`config.mk`:
```
export PLATFORM = sky130hd
export DESIGN_NAME = sipo_deser
export DESIGN_NICKNAME = d
export VERILOG_FILES = /design/src/rtl/sipo_deser.sv
export SDC_FILE = /design/constraint.sdc
export NUM_CORES = 1
export LEC_CHECK = 0
export BUFFER_PORTS_ARGS = -buffer_cell sky130_fd_sc_hd__buf_2
export CAP_MARGIN = 20
export CORE_MARGIN = 2
export CORE_UTILIZATION = 30
export CTS_CLUSTER_DIAMETER = 50
export DETAILED_ROUTE_END_ITERATION = 8
export PLACE_DENSITY = 0.57
export RECOVER_POWER = 50
export SLEW_MARGIN = 30
export SYNTH_ARGS = -nofsm -noshare
export SYNTH_HDL_FRONTEND = slang
export SYNTH_SLANG_ARGS = --single-unit
```
`constraint.sdc`:
```
create_clock -name clk -period 1.7 [get_ports clk]
set_clock_uncertainty 0.05 [all_clocks]
set_input_delay 0.34 -clock clk [delete_from_list [all_inputs] [get_ports clk]]
set_output_delay 0.34 -clock clk [all_outputs]
set_load 0.01 [all_outputs]
```
`src/rtl/sipo_deser.sv`:
```
// Serial-in parallel-out deserializer with registered word output and overrun flag.
// Define SIPO_DESER_PARITY_EN to append one even-parity bit to each frame.
module sipo_deser #(
  parameter int WIDTH     = 8,
  parameter int MSB_FIRST = 1
) (
  input  logic                       clk,
  input  logic                       rst,
  input  logic                       in_valid,
  input  logic                       in_bit,
  input  logic                       clear,
  input  logic                       out_ready,
  output logic [WIDTH-1:0]           out_data,
  output logic                       out_valid,
  output logic [$clog2(WIDTH+1)-1:0] bit_cnt,
  output logic                       overrun,
  output logic                       parity_err
);

  localparam int CW = $clog2(WIDTH + 1);
`ifdef SIPO_DESER_PARITY_EN
  localparam int FRAME = WIDTH + 1;
`else
  localparam int FRAME = WIDTH;
`endif
  localparam logic [CW-1:0] LAST = CW'(FRAME - 1);

  logic [WIDTH-1:0] r_shift;
  logic [CW-1:0]    r_cnt;
  logic [WIDTH-1:0] r_data;
  logic             r_valid;
  logic             r_over;
  logic             r_par;

  logic             w_take;
  logic             w_last;
  logic             w_load;
  logic [WIDTH-1:0] w_shifted;
  logic [WIDTH-1:0] w_word;
  logic             w_par;

  assign w_take = in_valid & ~clear;
  assign w_last = w_take & (r_cnt == LAST);
  assign w_load = w_last & (~r_valid | out_ready);

  assign w_shifted = (MSB_FIRST != 0)
                   ? {r_shift[WIDTH-2:0], in_bit}
                   : {in_bit, r_shift[WIDTH-1:1]};

`ifdef SIPO_DESER_PARITY_EN
  // Parity bit is the final frame bit; it is checked, never shifted in.
  assign w_word = r_shift;
  assign w_par  = (^r_shift) ^ in_bit;
`else
  assign w_word = w_shifted;
  assign w_par  = 1'b0;
`endif

  always_ff @(posedge clk) begin
    if (rst || clear) begin
      r_shift <= '0;
      r_cnt   <= '0;
    end else if (w_take) begin
      if (w_last) begin
        r_shift <= '0;
        r_cnt   <= '0;
      end else begin
        r_shift <= w_shifted;
        r_cnt   <= r_cnt + CW'(1);
      end
    end
  end

  always_ff @(posedge clk) begin
    if (rst) begin
      r_data  <= '0;
      r_valid <= 1'b0;
      r_par   <= 1'b0;
    end else if (w_load) begin
      r_data  <= w_word;
      r_valid <= 1'b1;
      r_par   <= w_par;
    end else if (r_valid && out_ready) begin
      r_valid <= 1'b0;
    end
  end

  always_ff @(posedge clk) begin
    if (rst || clear) begin
      r_over <= 1'b0;
    end else if (w_last && r_valid && !out_ready) begin
      r_over <= 1'b1;
    end
  end

  assign out_data   = r_data;
  assign out_valid  = r_valid;
  assign bit_cnt    = r_cnt;
  assign overrun    = r_over;
  assign parity_err = r_par;

endmodule

```
==> impl_metrics.tcl <==
set metrics [dict create \
    antenna_found_initial 0 \
    violations "DRC" \
    setup_viol 0 \
    vias 621 \
    grt_pass1_vias 580 \
    worst_path_max_delay_cell "dfxtp_1" \
    grt.total_usage 0.0926 \
    cp_max_fo 8 \
    grt_pass1_wl_mm 2.45 \
    postCtsSetupBuffers 0 \
    cts_htree_levels 1 \
    synthTopCellsByArea "dfxtp_1 46%, nand2b_1 12%, mux2i_1 9.9%" \
    design.core.area_sq_um 2810 \
    yosysTopAreaCell "dfxtp_1" \
    syn_inst 86 \
    die_y_um 59.0 \
    clockBufferDepth 2 \
    crit_type "register to register" \
    syn_area_sq_um 906 \
    critPathTopFamily "flip-flops" \
    drive_gt1_frac 0.163 \
    power_density_nw_per_um2 762 \
    crit_chain "ha_1 > nand4b_4 > nor3b_2 > buf_4 > mux2i_1" \
    status "finished, violations left" \
    final_cells 135 \
    cp.arrival_ns 1.67 \
    post-route-util 0.362 \
    routed_wirelength_mm 1.46 \
    ys_types 28 \
    ctsRootBufferMaster "clkbuf_4" \
    crit_path_end_kind "register" \
    overflow 0 \
    drt_iter0_markers 5 \
    portBuffers 19 \
    peakVddDrop_v 0.000331 \
    hold_buffers 0 \
    hold_viol 0 \
    postRouteAntennaNets 0 \
    worstSetupStartpointType "register" \
    cts_inserted_buffers 3 \
    avgRoutedWirePerCell_um 10.8 \
    leakage_nw 0.374 \
    cts.sinks 21 \
    final_cell_mix "21 x dfxtp_1, 17 x nand2b_1, 12 x clkbuf_1" \
    cp.required_ns 1.89 \
    final_common_cell "dfxtp_1" \
    syn-mean-instance-area_sq_um 10.5 \
    fin_crit_ns 1.48 \
    synth-seq-cells 21 \
    io_pins 21 \
    grt_max_degree 20 \
    drtPass1Iterations 6 \
    n_antenna_cell 0 \
    dp.cells 131 \
    cp_slowest_stage_delay_ns 0.39 \
    rsz0062_at_grt "no" \
    setup_tns_ns 0 \
    min_period_over_period 0.868 \
    ys_seq_area_frac 0.464 \
    drv_cap 0 \
    gp_congestion 0.665 \
    via_per_inst 4.60 \
    synth_fp_nets 93 \
    clock_latency_ns 0.30 \
    syn_to_final_growth_pct 12.2 \
    drc_errors 1 \
    slew_viol_final 0 \
    fin_nets 112 \
    path_clk_slew_ns 0.11 \
    cts_tree "done" \
    synth_top_cell_area_share 0.464 \
    dp_hpwl_mm 1.10 \
    num_rows 19 \
    chipWidth_um 59.0 \
    fmaxAchievable_mhz 678 \
    ys_warn_count 0 \
    dieArea_sq_um 3480 \
    hold_path.class "input pin to register" \
    critPathBufInv 1 \
    cts_resized 0 \
    start_util 0.323 \
]
-- worst register-to-register path, cell delays in order, from the launching register on --
cell      delay [ns]
dfxtp_1         0.39
ha_1            0.25
nand4b_4        0.15
nor3b_2         0.18
buf_4           0.21
mux2i_1         0.19
-- stage by stage --
stage	total power, W	hold slack [ns]	area [sq um]	setup slack, ns
floorplan	0.000541	0.400	906	0.299
global placement	0.000549	0.394	1000	0.275
detailed placement	0.000550	0.408	1000	0.205
CTS	0.000792	0.248	1030	0.187
global route	0.000811	0.265	1020	0.0789
finish	0.000774	0.257	1020	0.224
-- synthesized netlist by cell type (all sizes together) --
library cell  instances
nand3b                2
nand3                 1
mux2i                 9
clkbuf                1
o21ai                 2
nand4                 1
and3                  1
nor3                  2
nor2                  5
buf                   5
dfxtp                21
o2111ai               1
nor2b                 1
nand4b                1
conb                  1
a22o                  6
nand2b               17
xor2                  2
nor3b                 1
ha                    1
o21a                  1
or2                   1
nand2                 1
o31ai                 1
inv                   1
-- state kept, by name, indices dropped and copies added, names as in the netlist --
signal	flops
out_data	8
out_valid	1
r_shift	7
overrun	1
bit_cnt	4
-- per-layer routing --
metal	track usage	part of all wire	vias up	wire [um]
met4	0.0487	0.013	0	19
met1	0.124	0.52	276	766
met3	0.0220	0.058	2	85
li1	-	-	329	-
met2	0.138	0.40	14	591
met5	0	0	-	0
-- final timing paths --
path / from / end / depth (start not counted) / slack [ns]
worst min-delay path: in_bit / r_shift[0] / 3 / 0.26
worst max register to register: bit_cnt[0] / out_data[5] / 5 / 0.22
worst max-delay path: bit_cnt[0] / out_data[5] / 5 / 0.22
worst min register to register: overrun / overrun / 1 / 0.43
-- area by class of cell --
class | instances | area, sq um
clock buffers | 3 | 22.5
fillers | 294 | 1790
well taps | 31 | 38.8
clock inverters | 1 | 5.00
repair buffers | 20 | 87.6
inverters | 1 | 3.75
flip-flops and latches | 21 | 420
multi-input cells | 58 | 438
-- report_power, final --
| group | internal (W) | switching, W | total, W |
|---|---|---|---|
| registers | 0.000494 | 0.00000237 | 0.000497 |
| clock network | 0.0000877 | 0.000148 | 0.000236 |
| logic | 0.0000171 | 0.0000239 | 0.0000410 |
| total | 0.000599 | 0.000175 | 0.000774 |
-- cells by family after synthesis --
| family | count (synthesis) | share of synthesized area |
|---|---|---|
| compound gates | 11 | 0.0953 |
| simple gates | 34 | 0.251 |
| other cells | 1 | 0.00414 |
| mux | 9 | 0.0995 |
| xor+xnor | 2 | 0.0193 |
| fa+ha+maj | 1 | 0.0138 |
| flops | 21 | 0.464 |
| buf+inv | 7 | 0.0525 |
Power figures use the tool's default switching activity.
